--- src/rtl/dma_channel_arbiter.sv ---
// rtl/dma_channel_arbiter.sv - registered DMA channel arbiter (round-robin or priority with round-robin tiebreak)
module dma_channel_arbiter #(
    parameter int C_NUM_CHANNELS           = 4,
    parameter int C_PRIORITY_WIDTH         = 3,
    parameter int C_TRANSACTION_SIZE_WIDTH = 32,
    parameter int C_FRAME_SIZE             = 256,
    parameter int C_MODE                   = 0,
    parameter int C_IDX_W                  = $clog2(C_NUM_CHANNELS)
) (
    input  logic                                               ACLK,
    input  logic                                               ARESETN,
    input  logic [C_NUM_CHANNELS-1:0]                          ch_req,
    input  logic [C_NUM_CHANNELS*C_PRIORITY_WIDTH-1:0]         ch_priority,
    input  logic [C_NUM_CHANNELS*C_TRANSACTION_SIZE_WIDTH-1:0] ch_xfer_size,
    input  logic                                               beat_done,
    input  logic                                               txn_done,
    output logic                                               grant_valid,
    output logic [C_NUM_CHANNELS-1:0]                          grant_onehot,
    output logic [C_IDX_W-1:0]                                 grant_idx,
    output logic [C_TRANSACTION_SIZE_WIDTH-1:0]                grant_xfer_size,
    output logic [C_TRANSACTION_SIZE_WIDTH-1:0]                grant_beats,
    output logic                                               frame_limit
);

    localparam int P = C_PRIORITY_WIDTH;
    localparam int T = C_TRANSACTION_SIZE_WIDTH;
    localparam logic [C_IDX_W:0]          NUM_W   = (C_IDX_W+1)'(C_NUM_CHANNELS);
    localparam logic [C_IDX_W-1:0]        LAST_RST = C_IDX_W'(C_NUM_CHANNELS - 1);
    localparam logic [T-1:0]              FRAME_T = T'(C_FRAME_SIZE);
    localparam logic [C_NUM_CHANNELS-1:0] ONE_HOT0 = C_NUM_CHANNELS'(1);

    typedef enum logic [1:0] {
        ST_IDLE,
        ST_GRANTED,
        ST_RELEASE
    } state_t;

    state_t                    state_q, state_d;
    logic [C_IDX_W-1:0]        last_q, last_d;
    logic [C_IDX_W-1:0]        idx_q, idx_d;
    logic [C_NUM_CHANNELS-1:0] onehot_q, onehot_d;
    logic                      valid_q, valid_d;
    logic [T-1:0]              xfer_q, xfer_d;
    logic [T-1:0]              beats_q, beats_d;
    logic                      frame_q, frame_d;

    logic [P-1:0]              prio_arr [C_NUM_CHANNELS];
    logic [T-1:0]              size_arr [C_NUM_CHANNELS];
    logic [C_IDX_W:0]          cand_w;
    logic [C_IDX_W-1:0]        cand;
    logic                      win_found;
    logic [C_IDX_W-1:0]        win_idx;
    logic [P-1:0]              win_prio;

    always_comb begin
        for (int i = 0; i < C_NUM_CHANNELS; i++) begin
            prio_arr[i] = ch_priority[i*P +: P];
            size_arr[i] = ch_xfer_size[i*T +: T];
        end
    end

    // Walk channels in round-robin order starting after last_q; in priority
    // mode only a strictly higher priority displaces an earlier candidate.
    always_comb begin
        cand_w    = '0;
        cand      = '0;
        win_found = 1'b0;
        win_idx   = '0;
        win_prio  = '0;
        for (int k = 1; k <= C_NUM_CHANNELS; k++) begin
            cand_w = {1'b0, last_q} + (C_IDX_W+1)'(k);
            if (cand_w >= NUM_W) begin
                cand_w = cand_w - NUM_W;
            end
            cand = cand_w[C_IDX_W-1:0];
            if (ch_req[cand]) begin
                if (!win_found || (C_MODE == 1 && prio_arr[cand] > win_prio)) begin
                    win_found = 1'b1;
                    win_idx   = cand;
                    win_prio  = prio_arr[cand];
                end
            end
        end
    end

    always_comb begin
        state_d  = state_q;
        last_d   = last_q;
        idx_d    = idx_q;
        onehot_d = onehot_q;
        valid_d  = valid_q;
        xfer_d   = xfer_q;
        beats_d  = beats_q;
        case (state_q)
            ST_IDLE: begin
                if (|ch_req) begin
                    valid_d  = 1'b1;
                    idx_d    = win_idx;
                    onehot_d = ONE_HOT0 << win_idx;
                    xfer_d   = size_arr[win_idx];
                    beats_d  = '0;
                    state_d  = ST_GRANTED;
                end
            end
            ST_GRANTED: begin
                if (beat_done && beats_q != '1) begin
                    beats_d = beats_q + 1'b1;
                end
                if (txn_done) begin
                    last_d   = idx_q;
                    valid_d  = 1'b0;
                    onehot_d = '0;
                    state_d  = ST_RELEASE;
                end
            end
            ST_RELEASE: state_d = ST_IDLE;
            default:    state_d = ST_IDLE;
        endcase
        frame_d = (beats_d >= FRAME_T);
    end

    always_ff @(posedge ACLK) begin
        if (!ARESETN) begin
            state_q  <= ST_IDLE;
            last_q   <= LAST_RST;
            idx_q    <= '0;
            onehot_q <= '0;
            valid_q  <= 1'b0;
            xfer_q   <= '0;
            beats_q  <= '0;
            frame_q  <= 1'b0;
        end else begin
            state_q  <= state_d;
            last_q   <= last_d;
            idx_q    <= idx_d;
            onehot_q <= onehot_d;
            valid_q  <= valid_d;
            xfer_q   <= xfer_d;
            beats_q  <= beats_d;
            frame_q  <= frame_d;
        end
    end

    assign grant_valid     = valid_q;
    assign grant_onehot    = onehot_q;
    assign grant_idx       = idx_q;
    assign grant_xfer_size = xfer_q;
    assign grant_beats     = beats_q;
    assign frame_limit     = frame_q;

endmodule

--- config.mk ---
export PLATFORM = sky130hd
export DESIGN_NAME = dma_channel_arbiter
export DESIGN_NICKNAME = d
export VERILOG_FILES = /design/src/rtl/dma_channel_arbiter.sv
export SDC_FILE = /design/constraint.sdc
export NUM_CORES = 1
export LEC_CHECK = 0
export BUFFER_PORTS_ARGS = -buffer_cell sky130_fd_sc_hd__buf_2
export CAP_MARGIN = 25
export CORE_MARGIN = 2
export CORE_UTILIZATION = 35
export CTS_CLUSTER_SIZE = 12
export DETAILED_ROUTE_END_ITERATION = 7
export PLACE_DENSITY = 0.59
export SETUP_SLACK_MARGIN = 0.5
export SYNTH_ARGS = -nofsm -noshare
export SYNTH_HDL_FRONTEND = slang
export SYNTH_SLANG_ARGS = --single-unit
--- constraint.sdc ---
create_clock -name ACLK -period 3.6 [get_ports ACLK]
set_input_delay 0.54 -clock ACLK [delete_from_list [all_inputs] [get_ports ACLK]]
set_output_delay 0.54 -clock ACLK [all_outputs]
set_load 0.02 [all_outputs]
==> reports/metrics.csv <==
metric,value,unit
skew,0.00555,ns
drt_iter0_markers,298,
hold_violations,0,
required,3.82,ns
cts_root_buf,clkbuf_16,
netlist_instances,531,
timing.hold.ws,0.427,ns
critical_path.max_fanout,5,
clk_latency,0.34,ns
rsz0062_at_grt,yes,
synthArstFlopShare,0,%
hp-class,in2reg,
clk_path_buf_depth,2,
start_util,36.0,%
grt.total_usage,22.3,%
p_leak,0.00269,µW
cts_tree,done,
start_kind,flop,
antenna_cells,0,
pin_count,220,
layout.nets,877,
die_area,13900,µm²
cp-end-kind,flop,
yosys_warnings,0,
fp.dieW,118,µm
maxSlewHeadroom,42.3,%
cts_buffers,9,
synth_ff_type,dfxtp_1,
port_buffers,207,
synth_edf_count,0,
grt_overflow,0,
powerDensity,406,nW/µm²
rows,41,
path_clk_slew,0.06,ns
ys_ff_latch,76,
synth_nets,681,
drive_above_1_share,35.9,%
ir_worst_vdd,0.235,mV
fmax,326,MHz
ctsHoldBuffers,0,
hold_depth,2,
h-tree-depth,3,
remaining_drc_errors,0,
ff2ff_path_depth,8,
antenna_found_initial,0,
synth-seq-area-share,33.5,%
status,"complete, no violations",
synth.distinct_cells,62,
dpl.hpwl,11500,µm
finalSetupTns,0,ns
core_area,12600,µm²
tightest_slew,0.865,ns
place_congestion,0.927,
vias_per_cell,5.44,
ant_nets,0,
area_delta_synth_final,34.3,%
grt_pass1_wl,25200,µm
drv_cap,0,
clock_sinks,76,
p_total,2470,µW
slew_viol_final,0,
finalCritPeriodShare,85.3,%
syn_area,4540,µm²
grt_max_degree,50,
crit_type,reg2reg,
num_vias,4920,
grt_pass1_vias,4864,
wl_per_cell,17.0,µm
totalWireLength,15300,µm
die_y,118,µm
cp.arrival,3.29,ns
syn_avg_cell_area,8.54,µm²
period_minus_slack,3.07,ns
firstDrtPassIters,7,
setup_viol,0,
-- critical path, stage by stage (launching register included) --
cell     delay, ns
dfxtp_1       0.40
ha_1          0.29
nand4_1       0.29
or3_4         0.49
a211o_1       0.29
and2_1        0.17
o21ai_0       0.12
or4b_1        0.47
o41a_1        0.43
-- report_power, final --
group          internal, µW  leakage (µW)  switching, µW  total, µW
sequential              908      0.000623           36.5        944
clock                   469      0.000129            375        844
combinational           288       0.00194            396        684
total                  1670       0.00269            807       2470
-- synth_stat cells, types with 2 or more instances --
| cell | count | area (µm²) |
|---|---|---|
| mux2_2 | 3 | 33.8 |
| a32oi_1 | 2 | 17.5 |
| clkbuf_1 | 30 | 113 |
| o21ai_0 | 38 | 190 |
| a21oi_1 | 21 | 105 |
| ha_1 | 2 | 25.0 |
| and3_1 | 9 | 56.3 |
| and4_1 | 5 | 43.8 |
| a2111oi_0 | 2 | 17.5 |
| o22ai_1 | 2 | 12.5 |
| a221oi_1 | 32 | 280 |
| nand2b_1 | 5 | 31.3 |
| nor3b_1 | 2 | 15.0 |
| a31oi_1 | 7 | 43.8 |
| nor2_1 | 40 | 150 |
| and2_1 | 10 | 62.6 |
| nor2b_1 | 2 | 12.5 |
| nand2_1 | 37 | 139 |
| mux2i_1 | 72 | 721 |
| nor4_1 | 7 | 43.8 |
| buf_2 | 9 | 45.0 |
| or4_1 | 3 | 22.5 |
| and4b_1 | 2 | 20.0 |
| nand3_1 | 23 | 115 |
| a21boi_0 | 2 | 15.0 |
| mux4_2 | 2 | 45.0 |
| or3_1 | 4 | 25.0 |
| o21a_1 | 10 | 75.1 |
| a211oi_1 | 2 | 15.0 |
| or2_2 | 4 | 25.0 |
| inv_1 | 6 | 22.5 |
| a211o_1 | 4 | 35.0 |
| o311a_1 | 3 | 30.0 |
| dfxtp_1 | 76 | 1520 |
| o32a_1 | 2 | 20.0 |
| nor3_1 | 9 | 45.0 |
| o211ai_1 | 2 | 15.0 |
| nand4_1 | 16 | 100 |
-- layout by cell type, fill, tap and decap left out, types with 3 or more instances in the layout --
master	instances
buf_2	207
dfxtp_1	75
mux2i_1	72
nor2_1	39
o21ai_0	38
nand2_1	37
a221oi_1	32
nand3_1	23
a21oi_1	21
buf_4	18
nand4_1	16
and2_1	10
o21a_1	10
and3_1	9
clkbuf_16	9
nor3_1	8
nor4_1	7
a31oi_1	7
inv_1	6
nand2b_1	5
and4_1	5
or2_2	4
a211o_1	4
mux2_2	3
or3_1	3
o311a_1	3
clkinvlp_4	3
-- flip-flops by register name, summed over array words and instances (netlist names) --
name and count:
frame_limit 1, grant_beats 32, grant_idx 2, grant_onehot 4
grant_valid 1, grant_xfer_size 32, last_q 2, state_q 2
-- per-layer routing --
metal | global-route usage [%] | share of wire (%) | vias to the layer above
li1 | - | - | 2427
met1 | 26.6 | 42 | 2270
met2 | 38.6 | 50 | 199
met3 | 5.09 | 6.3 | 24
met4 | 9.11 | 2.4 | 0
met5 | 0 | 0 | -
-- path summary, 6_finish.rpt --
kind / start / to / slack [ns]
setup / recovery: grant_beats[0]$_SDFF_PN0_ / frame_limit$_SDFF_PN0_ / 0.53
setup reg to reg: grant_beats[0]$_SDFF_PN0_ / frame_limit$_SDFF_PN0_ / 0.53
hold reg to reg: grant_onehot[0]$_SDFFE_PN0P_ / grant_onehot[0]$_SDFFE_PN0P_ / 0.48
hold / removal: txn_done / state_q[0]$_SDFFE_PN0P_ / 0.43
-- cell families (layout without fill, tap and decap cells) --
logic type	Yosys count	count (layout)	synth area share [%]
AND/OR/NAND/NOR	187	187	22.1
AO/OA/AOI/OAI	139	139	21.5
multiplexers	77	77	17.6
flip-flops	76	76	33.5
buffers and inverters	48	249	4.30
adder cells (fa/ha/maj)	2	2	0.551
XOR/XNOR	2	2	0.386
-- stage by stage --
stage / cells / area (µm²) / setup slack [ns] / utilization [%]
after floorplan: 531 / 4540 / 0.628 / -
after global placement: 886 / 5770 / 0.372 / 45.7
after detailed placement: 886 / 5770 / 0.282 / 45.7
after CTS: 904 / 6080 / 0.501 / 48.2
after global routing: 904 / 6090 / 0.370 / 48.3
final: 904 / 6090 / 0.529 / 48.3
-- layout make-up --
class / instances / area, µm²
Multi-Input combinational cell: 407 / 2860
Tap cell: 172 / 215
Inverter: 7 / 26.3
Timing Repair Buffer: 226 / 1190
Clock buffer: 9 / 225
Fill cell: 1266 / 6530
Sequential cell: 76 / 1520
Clock inverter: 7 / 52.6
-- what timing repair did --
item,in CTS,in global routing
gates cloned,0,0
setup endpoints to repair,1,24
pin swaps,1,0
gates resized for setup,2,3
buffers inserted,2,0
No activity file was read; power rests on OpenSTA's default activity.
